--- src/rtl/matrix_pkg.sv ---
// Shared cell encoding, scan FSM states and default board geometry for the
// matrix board blocks (matrix_mem and its readers).
package matrix_pkg;

    localparam int unsigned DEF_WIDTH   = 6;
    localparam int unsigned DEF_COORD_W = 3;
    localparam int unsigned CELL_W      = 2;

    typedef logic [CELL_W-1:0] cell_t;

    localparam cell_t CELL_EMPTY = 2'b00;
    localparam cell_t CELL_SUB   = 2'b01;
    localparam cell_t CELL_HIT   = 2'b10;
    localparam cell_t CELL_MISS  = 2'b11;

    typedef enum logic [2:0] {
        IDLE = 3'd0,
        REQ  = 3'd1,
        WAIT = 3'd2,
        OUT  = 3'd3,
        DONE = 3'd4
    } scan_state_t;

endpackage

--- src/rtl/matrix_scan_ptr.sv ---
// Row-major x/y raster pointer over a WIDTH x WIDTH board with a last-cell flag.
module matrix_scan_ptr
    import matrix_pkg::*;
#(
    parameter int unsigned WIDTH   = DEF_WIDTH,
    parameter int unsigned COORD_W = DEF_COORD_W
) (
    input  logic               clk,
    input  logic               rstn,
    input  logic               clear,
    input  logic               advance,
    output logic [COORD_W-1:0] x,
    output logic [COORD_W-1:0] y,
    output logic               last_c
);

    localparam logic [COORD_W-1:0] MAX_COORD = COORD_W'(WIDTH - 1);

    assign last_c = (x == MAX_COORD) && (y == MAX_COORD);

    // After the last cell the pointer folds back to the origin rather than
    // leaving the board.
    always_ff @(posedge clk or negedge rstn) begin
        if (!rstn) begin
            x <= '0;
            y <= '0;
        end else if (clear) begin
            x <= '0;
            y <= '0;
        end else if (advance) begin
            if (x == MAX_COORD) begin
                x <= '0;
                y <= last_c ? '0 : y + COORD_W'(1);
            end else begin
                x <= x + COORD_W'(1);
            end
        end
    end

endmodule

--- src/rtl/matrix_scan_reader.sv ---
// Walks the board in raster order, reads each cell from matrix_mem, streams
// (x, y, cell) to the renderer and tallies submarine / hit cells.
module matrix_scan_reader
    import matrix_pkg::*;
#(
    parameter int unsigned WIDTH   = DEF_WIDTH,
    parameter int unsigned COORD_W = DEF_COORD_W,
    parameter int unsigned CNT_W   = 6,
    parameter int unsigned TIMEOUT = 8
) (
    input  logic               clk,
    input  logic               rstn,
    input  logic               start,
    input  logic               abort,
    output logic [COORD_W-1:0] rd_x,
    output logic [COORD_W-1:0] rd_y,
    output logic               rd_req,
    input  logic [CELL_W-1:0]  mem_data,
    input  logic               mem_valid,
    output logic [COORD_W-1:0] cell_x,
    output logic [COORD_W-1:0] cell_y,
    output logic [CELL_W-1:0]  cell_data,
    output logic               cell_valid,
    input  logic               cell_ready,
    output logic               busy,
    output logic               done,
    output logic               error,
    output logic [CNT_W-1:0]   sub_count,
    output logic [CNT_W-1:0]   hit_count
);

    localparam int unsigned TMR_W = $clog2(TIMEOUT + 1);
    localparam logic [TMR_W-1:0] TMR_LAST = TMR_W'(TIMEOUT - 1);

    scan_state_t      state_q;
    scan_state_t      state_d;
    logic [TMR_W-1:0] timer_q;

    logic start_c;
    logic capture_c;
    logic handshake_c;
    logic timeout_c;
    logic last_cell_c;

    matrix_scan_ptr #(
        .WIDTH   (WIDTH),
        .COORD_W (COORD_W)
    ) u_ptr (
        .clk     (clk),
        .rstn    (rstn),
        .clear   (start_c),
        .advance (handshake_c),
        .x       (rd_x),
        .y       (rd_y),
        .last_c  (last_cell_c)
    );

    always_ff @(posedge clk or negedge rstn) begin
        if (!rstn) begin
            state_q <= IDLE;
        end else begin
            state_q <= state_d;
        end
    end

    // Abort outranks every other event outside IDLE, so it also masks
    // a coincident handshake, capture or timeout.
    always_comb begin
        state_d     = state_q;
        start_c     = 1'b0;
        capture_c   = 1'b0;
        handshake_c = 1'b0;
        timeout_c   = 1'b0;
        if ((state_q != IDLE) && abort) begin
            state_d = IDLE;
        end else begin
            case (state_q)
                IDLE: begin
                    if (start && !abort) begin
                        start_c = 1'b1;
                        state_d = REQ;
                    end
                end
                REQ: state_d = WAIT;
                WAIT: begin
                    if (mem_valid) begin
                        capture_c = 1'b1;
                        state_d   = OUT;
                    end else if (timer_q == TMR_LAST) begin
                        timeout_c = 1'b1;
                        state_d   = DONE;
                    end
                end
                OUT: begin
                    if (cell_ready) begin
                        handshake_c = 1'b1;
                        state_d     = last_cell_c ? DONE : REQ;
                    end
                end
                DONE:    state_d = IDLE;
                default: state_d = IDLE;
            endcase
        end
    end

    // Strobes are decoded from the next state so they line up with it.
    always_ff @(posedge clk or negedge rstn) begin
        if (!rstn) begin
            rd_req     <= 1'b0;
            cell_valid <= 1'b0;
            done       <= 1'b0;
            busy       <= 1'b0;
        end else begin
            rd_req     <= (state_d == REQ);
            cell_valid <= (state_d == OUT);
            done       <= (state_d == DONE);
            busy       <= (state_d != IDLE);
        end
    end

    always_ff @(posedge clk or negedge rstn) begin
        if (!rstn) begin
            timer_q <= '0;
        end else if (state_q == REQ) begin
            timer_q <= '0;
        end else if (state_q == WAIT) begin
            timer_q <= timer_q + TMR_W'(1);
        end
    end

    always_ff @(posedge clk or negedge rstn) begin
        if (!rstn) begin
            cell_x    <= '0;
            cell_y    <= '0;
            cell_data <= '0;
            sub_count <= '0;
            hit_count <= '0;
            error     <= 1'b0;
        end else begin
            if (start_c) begin
                sub_count <= '0;
                hit_count <= '0;
                error     <= 1'b0;
            end
            if (timeout_c) begin
                error <= 1'b1;
            end
            if (capture_c) begin
                cell_x    <= rd_x;
                cell_y    <= rd_y;
                cell_data <= mem_data;
            end
            if (handshake_c) begin
                if (cell_data == CELL_SUB) begin
                    sub_count <= sub_count + CNT_W'(1);
                end
                if (cell_data == CELL_HIT) begin
                    hit_count <= hit_count + CNT_W'(1);
                end
            end
        end
    end

endmodule

--- config.mk ---
export PLATFORM = sky130hd
export DESIGN_NAME = matrix_scan_reader
export DESIGN_NICKNAME = d
export VERILOG_FILES = /design/src/rtl/matrix_pkg.sv /design/src/rtl/matrix_scan_ptr.sv /design/src/rtl/matrix_scan_reader.sv
export SDC_FILE = /design/constraint.sdc
export NUM_CORES = 1
export LEC_CHECK = 0
export CORE_MARGIN = 1
export CORE_UTILIZATION = 50
export DETAILED_ROUTE_END_ITERATION = 12
export GPL_ROUTABILITY_DRIVEN = 1
export PLACE_DENSITY_LB_ADDON = 0.2
export SLEW_MARGIN = 10
export SYNTH_ARGS = -nofsm -noshare
export SYNTH_HDL_FRONTEND = slang
export SYNTH_HIERARCHICAL = 1
export SYNTH_SLANG_ARGS = --single-unit
--- constraint.sdc ---
create_clock -name clk -period 2.2 [get_ports clk]
set_input_delay 0.22 -clock clk [delete_from_list [all_inputs] [get_ports clk]]
set_output_delay 0.22 -clock clk [all_outputs]
set_load 0.01 [all_outputs]
==> summary.txt, run 1 <==
CTS
  • Clock Latency Late Sink: 0.29 ns
  • Clk slew on worst S/H paths: 0.08 ns
  • Htree depth: 2
  • CTS Root Cell: clkbuf_8
  • Post-CTS Setup Inserts: 0
  • Clk sinks: 38
  • Bufs on Longest Clock Path: 2
  • TritonCTS Buffers: 5
  • Cts repair resizes: 0
  • CTS Hold Buffers Added: 0
  • TritonCTS clock tree: built

Power and ir drop
  • Leakage: 1.124 nW
  • Sw frac: 26.41%
  • Internal cell power: 1.126 mW
  • Pwr/cell area: 634.4 nW/um^2
  • Psw: 0.4040 mW
  • Clock share of power: 32.0%
  • Gate power share: 15.6%
  • Register share of total power: 52.5%
  • VDD IR max: 0.0003265 V

Critical path
  • CP arrival: 2.17 ns
  • CP endpoint kind: flop
  • Max stage delay on crit path: 0.45 ns
  • Critical Path Start Type: flop
  • Crit-path slowest cell: or3b_2
  • Delay-heaviest family, CP: simple AND/OR/NAND/NOR gates
  • Setup CP Type: reg -> reg
  • Crit-path cells: inv_1 > ha_1 > nand4_1 > nor2_1 > nand3_1 > o211ai_1 > o31a_1 > or3b_2
  • Critical Path RT: 2.36 ns
  • Crit-path max FO: 5
  • Worst Path Buf+Inv: 1

Place
  • Hpwl dp: 2934 um
  • Placed cell area: 2320 um^2
  • Quantity of I/O buffers inserted on ports: 38
  • GPL Wtd Cong: 0.7837

Detailed routing
  • Post-DRT Antenna Nets: 0
  • Remaining DRCs: 0
  • DRT Pass-1 Iters: 4
  • Vias: 1,528
  • Initial detailed-routing violation count: 101
  • Routed vias/inst: 5.680
  • WL per Instance: 14.93 um
  • Drt total wl: 4016 um

Logic synthesis
  • Synthesized instance count: 174
  • Fraction of registers with async set/reset: 100.0%
  • Ys flop type: dfrtp_1
  • Synth top area share: 51.08%
  • Distinct cells, synth: 39
  • Yosys warnings: 6
  • Synth top area cells: dfrtp_1, nand3_1, mux2_2, o21ai_0, ha_1
  • Post-synthesis sequential area ratio: 51.08%
  • Cell Area, Synth: 1862 um^2
  • Syn_area_per_cell: 10.70 um^2
  • Top cells by count, synth: dfrtp_1, nand3_1, nor2_1
  • Yosys reg bits: 38
  • Most common cell in the synthesized netlist: dfrtp_1
  • Largest area contributor in the netlist: dfrtp_1
  • Net Count, Synth: 187
  • Number of flops mapped to enable cells by yosys: 0

STA
  • Final period util: 91.45%
  • Slew @ Worst Pin: 0.8177 ns
  • Final Setup Violations: 0
  • Final Critical Period: 2.012 ns
  • Final count of pins violating max slew: 0
  • Setup_tns: 0 ns
  • RSZ-0062 raised after global routing: no
  • Fmax: 497.1 MHz
  • WHS: 0.02602 ns
  • Clock Skew: 0.004961 ns
  • Slew headroom: 45.49%
  • Final hold vios: 0

Run
  • Max Cap Viol: 0

Finish
  • Nets@finish: 235
  • Ant. Diodes: 0
  • Area Overhead vs Synth: 29.50%
  • Share of cells above drive strength 1: 15.25%
  • Final Cell Area: 2411 um^2

Floorplan
  • # rows: 21
  • Starting Density: 54.09%
  • Die width: 63.02 um
  • Die height: 63.02 um
  • # IOs: 39
  • Die area: 3972 um^2
  • Core area: 3442 um^2

Worst hold path
  • HP Class: in -> async

Global routing
  • Gr ovfl total: 0
  • Total track usage: 22.97%
  • Pin count of the biggest net entering global routing: 39
  • First-pass GRT wire length: 7155 um
  • Vias in the first global route: 1,572
  • Initial antenna violation count: 0

Run status
  • Outcome: finished clean
-- routing by layer --
metal	track usage, %	up-vias	share of wire, %
met1	29.34	758	43
met4	8.140	0	0.85
met3	3.285	4	4.0
met5	0	-	0
li1	-	726	-
met2	39.38	40	52
-- flip-flops by register name (all words and copies together), names as in the netlist --
name	count
state_q	3
timer_q	4
sub_count	6
u_ptr/y	3
busy	1
cell_x	3
hit_count	6
error	1
u_ptr/x	3
rd_req	1
cell_data	2
done	1
cell_y	3
cell_valid	1
-- cells in the final DEF, fill, tap and decap left out, types with 2 or more instances in the layout --
cell type and instances:
o21ai_0 13, nand2_1 11, nand3_1 19, nor2b_1 3
nor3_1 7, a21oi_1 8, dfrtp_1 38, and3_1 2
a211o_1 3, a211o_2 2, nor2_1 14, a22oi_1 2
ha_1 5, xnor2_1 3, nor3b_1 2, clkdlybuf4s50_1 37
clkbuf_8 6, or3b_1 3, buf_4 10, or3_1 3
mux2_2 8, inv_1 4
-- worst paths after layout --
kind                                 to  depth (start not counted)       start  slack (ns)
setup reg to reg                   busy                          8  u_ptr/y[1]        0.19
setup / recovery                   busy                          8  u_ptr/y[1]        0.19
min in group clk              cell_y[0]                          1   cell_y[0]        0.51
max in group asynchronous  sub_count[0]                          1        rstn        1.66
hold reg to reg               cell_y[0]                          1   cell_y[0]        0.51
hold / removal                    error                          1        rstn        0.03
-- power groups by stage --
| stage | sequential [mW] | clock (mW) | combinational (mW) |
|---|---|---|---|
| final | 0.803 | 0.489 | 0.238 |
| after global routing | 0.813 | 0.530 | 0.264 |
| after CTS | 0.802 | 0.499 | 0.242 |
| after detailed placement | 0.815 | 0 | 0.240 |
| after global placement | 0.810 | 0 | 0.229 |
| after floorplan | 0.813 | 0 | 0.117 |
-- metrics by stage --
step / utilization (%) / std cells / setup slack [ns] / total power, mW
after floorplan: - / 174 / 0.2885 / 0.9304
after global placement: 67.39 / 261 / 0.09545 / 1.039
after detailed placement: 67.39 / 261 / 0.05845 / 1.056
after CTS: 70.05 / 269 / 0.1824 / 1.542
after global routing: 70.05 / 269 / 0.004879 / 1.606
final: 70.05 / 269 / 0.1882 / 1.530
-- logic make-up (layout without fill, tap and decap cells) --
group                    after synthesis  count (layout)  synth area share [%]
AND/OR/NAND/NOR                       72              72                 21.71
flip-flops                            38              38                 51.08
AO/OA/AOI/OAI                         34              34                 11.56
multiplexers                          11              11                 7.392
buffers and inverters                 11              60                 3.494
adder cells (fa/ha/maj)                5               5                 3.360
XOR/XNOR                               3               3                 1.412
-- area by class of cell --
type / instances / area, um^2
Multi-Input combinational cell: 125 / 845.8
Clock inverter: 1 / 5.005
Clock buffer: 7 / 86.33
Fill cell: 278 / 1031
Sequential cell: 38 / 950.9
Tap cell: 46 / 57.56
Timing Repair Buffer: 48 / 450.4
Inverter: 4 / 15.01
-- worst register-to-register path, delay by kind of cell (launching register included) --
kind,cells,cell delay (ns)
fa+ha+maj,1,0.21
flops,1,0.44
buf+inv,1,0.08
simple gates,4,0.80
compound gates,2,0.37
No activity file was read; power rests on OpenSTA's default activity.
==> run 2: changes to the inputs <==
--- a/config.mk
+++ b/config.mk
@@ -6,7 +6,7 @@
 export NUM_CORES = 1
 export LEC_CHECK = 0
 export CORE_MARGIN = 1
-export CORE_UTILIZATION = 50
+export CORE_UTILIZATION = 54
 export DETAILED_ROUTE_END_ITERATION = 12
 export GPL_ROUTABILITY_DRIVEN = 1
 export PLACE_DENSITY_LB_ADDON = 0.2
==> constraint.sdc (replaced) <==
create_clock -name clk -period 2.5 [get_ports clk]
set_input_delay 0.25 -clock clk [delete_from_list [all_inputs] [get_ports clk]]
set_output_delay 0.25 -clock clk [all_outputs]
set_load 0.01 [all_outputs]
==> summary.txt, run 2 (same netlist as run 1, synthesis figures left out) <==
Critical path
  • Worst reg2reg path endpoint: hit_count[3] (was busy)
  • Crit Reg-Reg Startpoint: state_q[2] (was u_ptr/y[1])
  • Critical Path Start Type: flop (unchanged)
  • CP endpoint kind: flop (unchanged)
  • CP arrival: 2.50 ns (was 2.17 ns)
  • Worst setup startpoint: state_q[2] (was u_ptr/y[1])
  • Setup CP Type: reg -> reg (unchanged)
  • Critical Path RT: 2.79 ns (was 2.36 ns)
  • R2R setup slack: 0.30 ns (was 0.19 ns)
  • Path depth of the worst reg2reg path: 4 (was 8)
  • Critical Path Sink: hit_count[3] (was busy)
  • Crit-path max FO: 13 (was 5)

Floorplan
  • Core area: 3153 um^2 (was 3442 um^2)
  • # IOs: 39 (unchanged)
  • Starting Density: 59.05% (was 54.09%)
  • Die width: 60.72 um (was 63.02 um)
  • Die area: 3686 um^2 (was 3972 um^2)
  • # rows: 20 (was 21)
  • Die height: 60.72 um (was 63.02 um)

Global routing
  • Initial antenna violation count: 0 (unchanged)
  • Vias in the first global route: 1,508 (was 1,572)
  • First-pass GRT wire length: 6679 um (was 7155 um)
  • Total track usage: 25.59% (was 22.97%)
  • Pin count of the biggest net entering global routing: 39 (unchanged)
  • Gr ovfl total: 0 (unchanged)

CTS
  • Post-CTS Setup Inserts: 0 (unchanged)
  • TritonCTS clock tree: built (unchanged)
  • TritonCTS Buffers: 5 (unchanged)
  • Clk slew on worst S/H paths: 0.12 ns (was 0.08 ns)
  • CTS Root Cell: clkbuf_4 (was clkbuf_8)
  • Cts repair resizes: 0 (unchanged)
  • Clock Latency Late Sink: 0.35 ns (was 0.29 ns)
  • Clk sinks: 38 (unchanged)
  • Htree depth: 2 (unchanged)
  • Bufs on Longest Clock Path: 2 (unchanged)

Detailed routing
  • WL per Instance: 15.43 um (was 14.93 um)
  • Post-DRT Antenna Nets: 0 (unchanged)
  • Initial detailed-routing violation count: 63 (was 101)
  • Routed vias/inst: 5.769 (was 5.680)
  • Remaining DRCs: 0 (unchanged)
  • DRT Pass-1 Iters: 4 (unchanged)
  • Drt total wl: 4013 um (was 4016 um)
  • Vias: 1,500 (was 1,528)

Finish
  • Register area: 950.9 um^2 (unchanged)
  • Area Overhead vs Synth: 25.20% (was 29.50%)
  • Most frequent cells in the layout: dfrtp_1, clkdlybuf4s50_1, nand3_1 (unchanged)
  • Share of cells above drive strength 1: 12.50% (was 15.25%)
  • Area of the multi-input gates: 845.8 um^2 (unchanged)
  • FILL cells: 238 (was 278)
  • Nets@finish: 228 (was 235)
  • Biggest regs: hit_count (6), sub_count (6), timer_q (4) (unchanged)
  • Ant. Diodes: 0 (unchanged)
  • Commonest non-fill, non-tap cell in the layout: dfrtp_1 (unchanged)
  • Final Cell Area: 2331 um^2 (was 2411 um^2)

STA
  • Slew headroom: 45.62% (was 45.49%)
  • Setup_tns: 0 ns (unchanged)
  • Final hold vios: 0 (unchanged)
  • Clock Skew: 0.005805 ns (was 0.004961 ns)
  • Slew @ Worst Pin: 0.8158 ns (was 0.8177 ns)
  • Final count of pins violating max slew: 0 (unchanged)
  • Final Critical Period: 2.204 ns (was 2.012 ns)
  • Final Setup Violations: 0 (unchanged)
  • Fmax: 453.8 MHz (was 497.1 MHz)
  • Final period util: 88.15% (was 91.45%)
  • RSZ-0062 raised after global routing: no (unchanged)

Power and ir drop
  • Psw: 0.3703 mW (was 0.4040 mW)
  • Sw frac: 29.16% (was 26.41%)
  • Leakage: 1.075 nW (was 1.124 nW)
  • Register share of total power: 56.2% (was 52.5%)
  • Internal cell power: 0.8993 mW (was 1.126 mW)
  • Clock share of power: 27.7% (was 32.0%)
  • Gate power share: 16.1% (was 15.6%)
  • VDD IR max: 0.0004667 V (was 0.0003265 V)
  • Pwr/cell area: 544.6 nW/um^2 (was 634.4 nW/um^2)

Worst hold path
  • HP Class: in -> async (unchanged)

Place
  • Quantity of I/O buffers inserted on ports: 38 (unchanged)
  • GPL Wtd Cong: 0.8125 (was 0.7837)
  • Hpwl dp: 2791 um (was 2934 um)
  • Placed cell area: 2257 um^2 (was 2320 um^2)

Run
  • Max Cap Viol: 0 (unchanged)

Run status
  • Outcome: finished clean (unchanged)
[run 2: how the worst min path moves through the flow]
stage,from,to,depth (start not counted)
after floorplan,rstn,busy,0
final,rstn,sub_count[2],2
after CTS,mem_data[0],cell_data[0],2
after detailed placement,rstn,sub_count[2],1
after global placement,rstn,sub_count[2],1
after global routing,mem_data[0],cell_data[0],2
[run 2: layout make-up]
| cell class | instances | share of cell area [%] |
|---|---|---|
| tap | 44 | 2.362 |
| clock inverter | 2 | 0.5368 |
| multi-input combinational | 125 | 36.29 |
| sequential | 38 | 40.79 |
| timing repair buffer | 41 | 17.18 |
| clock buffer | 6 | 2.201 |
| inverter | 4 | 0.6441 |
[run 2: what timing repair did]
action	CTS	global route
setup endpoints to repair	0	0
hold buffers	1	0
endpoints found under the hold margin	5	0
[run 2: worst max-delay path, cell delays in order (launching register included)]
cell	delay (ns)
dfrtp_1	0.53
or3b_1	0.56
or3_1	0.55
or3_1	0.41
nand3_1	0.10
[run 2: stage by stage]
step | power (mW) | cells | hold slack (ns) | util (%) | setup slack, ns
after floorplan | 0.8187 | 174 | -0.04559 | - | 0.5885
after detailed placement | 0.9242 | 251 | 0.3971 | 71.59 | 0.1593
after global routing | 1.319 | 260 | 0.5085 | 73.93 | 0.2059
after CTS | 1.274 | 260 | 0.5101 | 73.93 | 0.3234
after global placement | 0.9066 | 251 | 0.3783 | 71.59 | 0.2291
final | 1.270 | 260 | 0.5167 | 73.93 | 0.2963
[run 2: power groups by stage]
stage | logic (mW) | clock network [mW] | registers, mW
finish | 0.204 | 0.352 | 0.714
global route | 0.226 | 0.375 | 0.719
CTS | 0.205 | 0.358 | 0.711
detailed placement | 0.203 | 0 | 0.721
global placement | 0.191 | 0 | 0.715
floorplan | 0.103 | 0 | 0.716
[run 2: layer usage]
layer | wire, um | GRT usage [%] | vias up | part of all wire (%)
met5 | 0 | 0 | - | 0
li1 | - | - | 712 | -
met1 | 1648 | 29.92 | 721 | 41
met2 | 2032 | 43.33 | 55 | 51
met4 | 122 | 12.66 | 0 | 3.0
met3 | 209 | 7.249 | 12 | 5.2
==> run 3: changes to the inputs <==
--- a/config.mk
+++ b/config.mk
@@ -5,10 +5,12 @@
 export SDC_FILE = /design/constraint.sdc
 export NUM_CORES = 1
 export LEC_CHECK = 0
+export CAP_MARGIN = 20
 export CORE_MARGIN = 1
 export CORE_UTILIZATION = 54
 export DETAILED_ROUTE_END_ITERATION = 12
 export GPL_ROUTABILITY_DRIVEN = 1
+export HOLD_SLACK_MARGIN = 0.1
 export PLACE_DENSITY_LB_ADDON = 0.2
 export SLEW_MARGIN = 10
 export SYNTH_ARGS = -nofsm -noshare
==> results of run 3 <==
Final layout, timing and power as in run 2 (identical DEF).
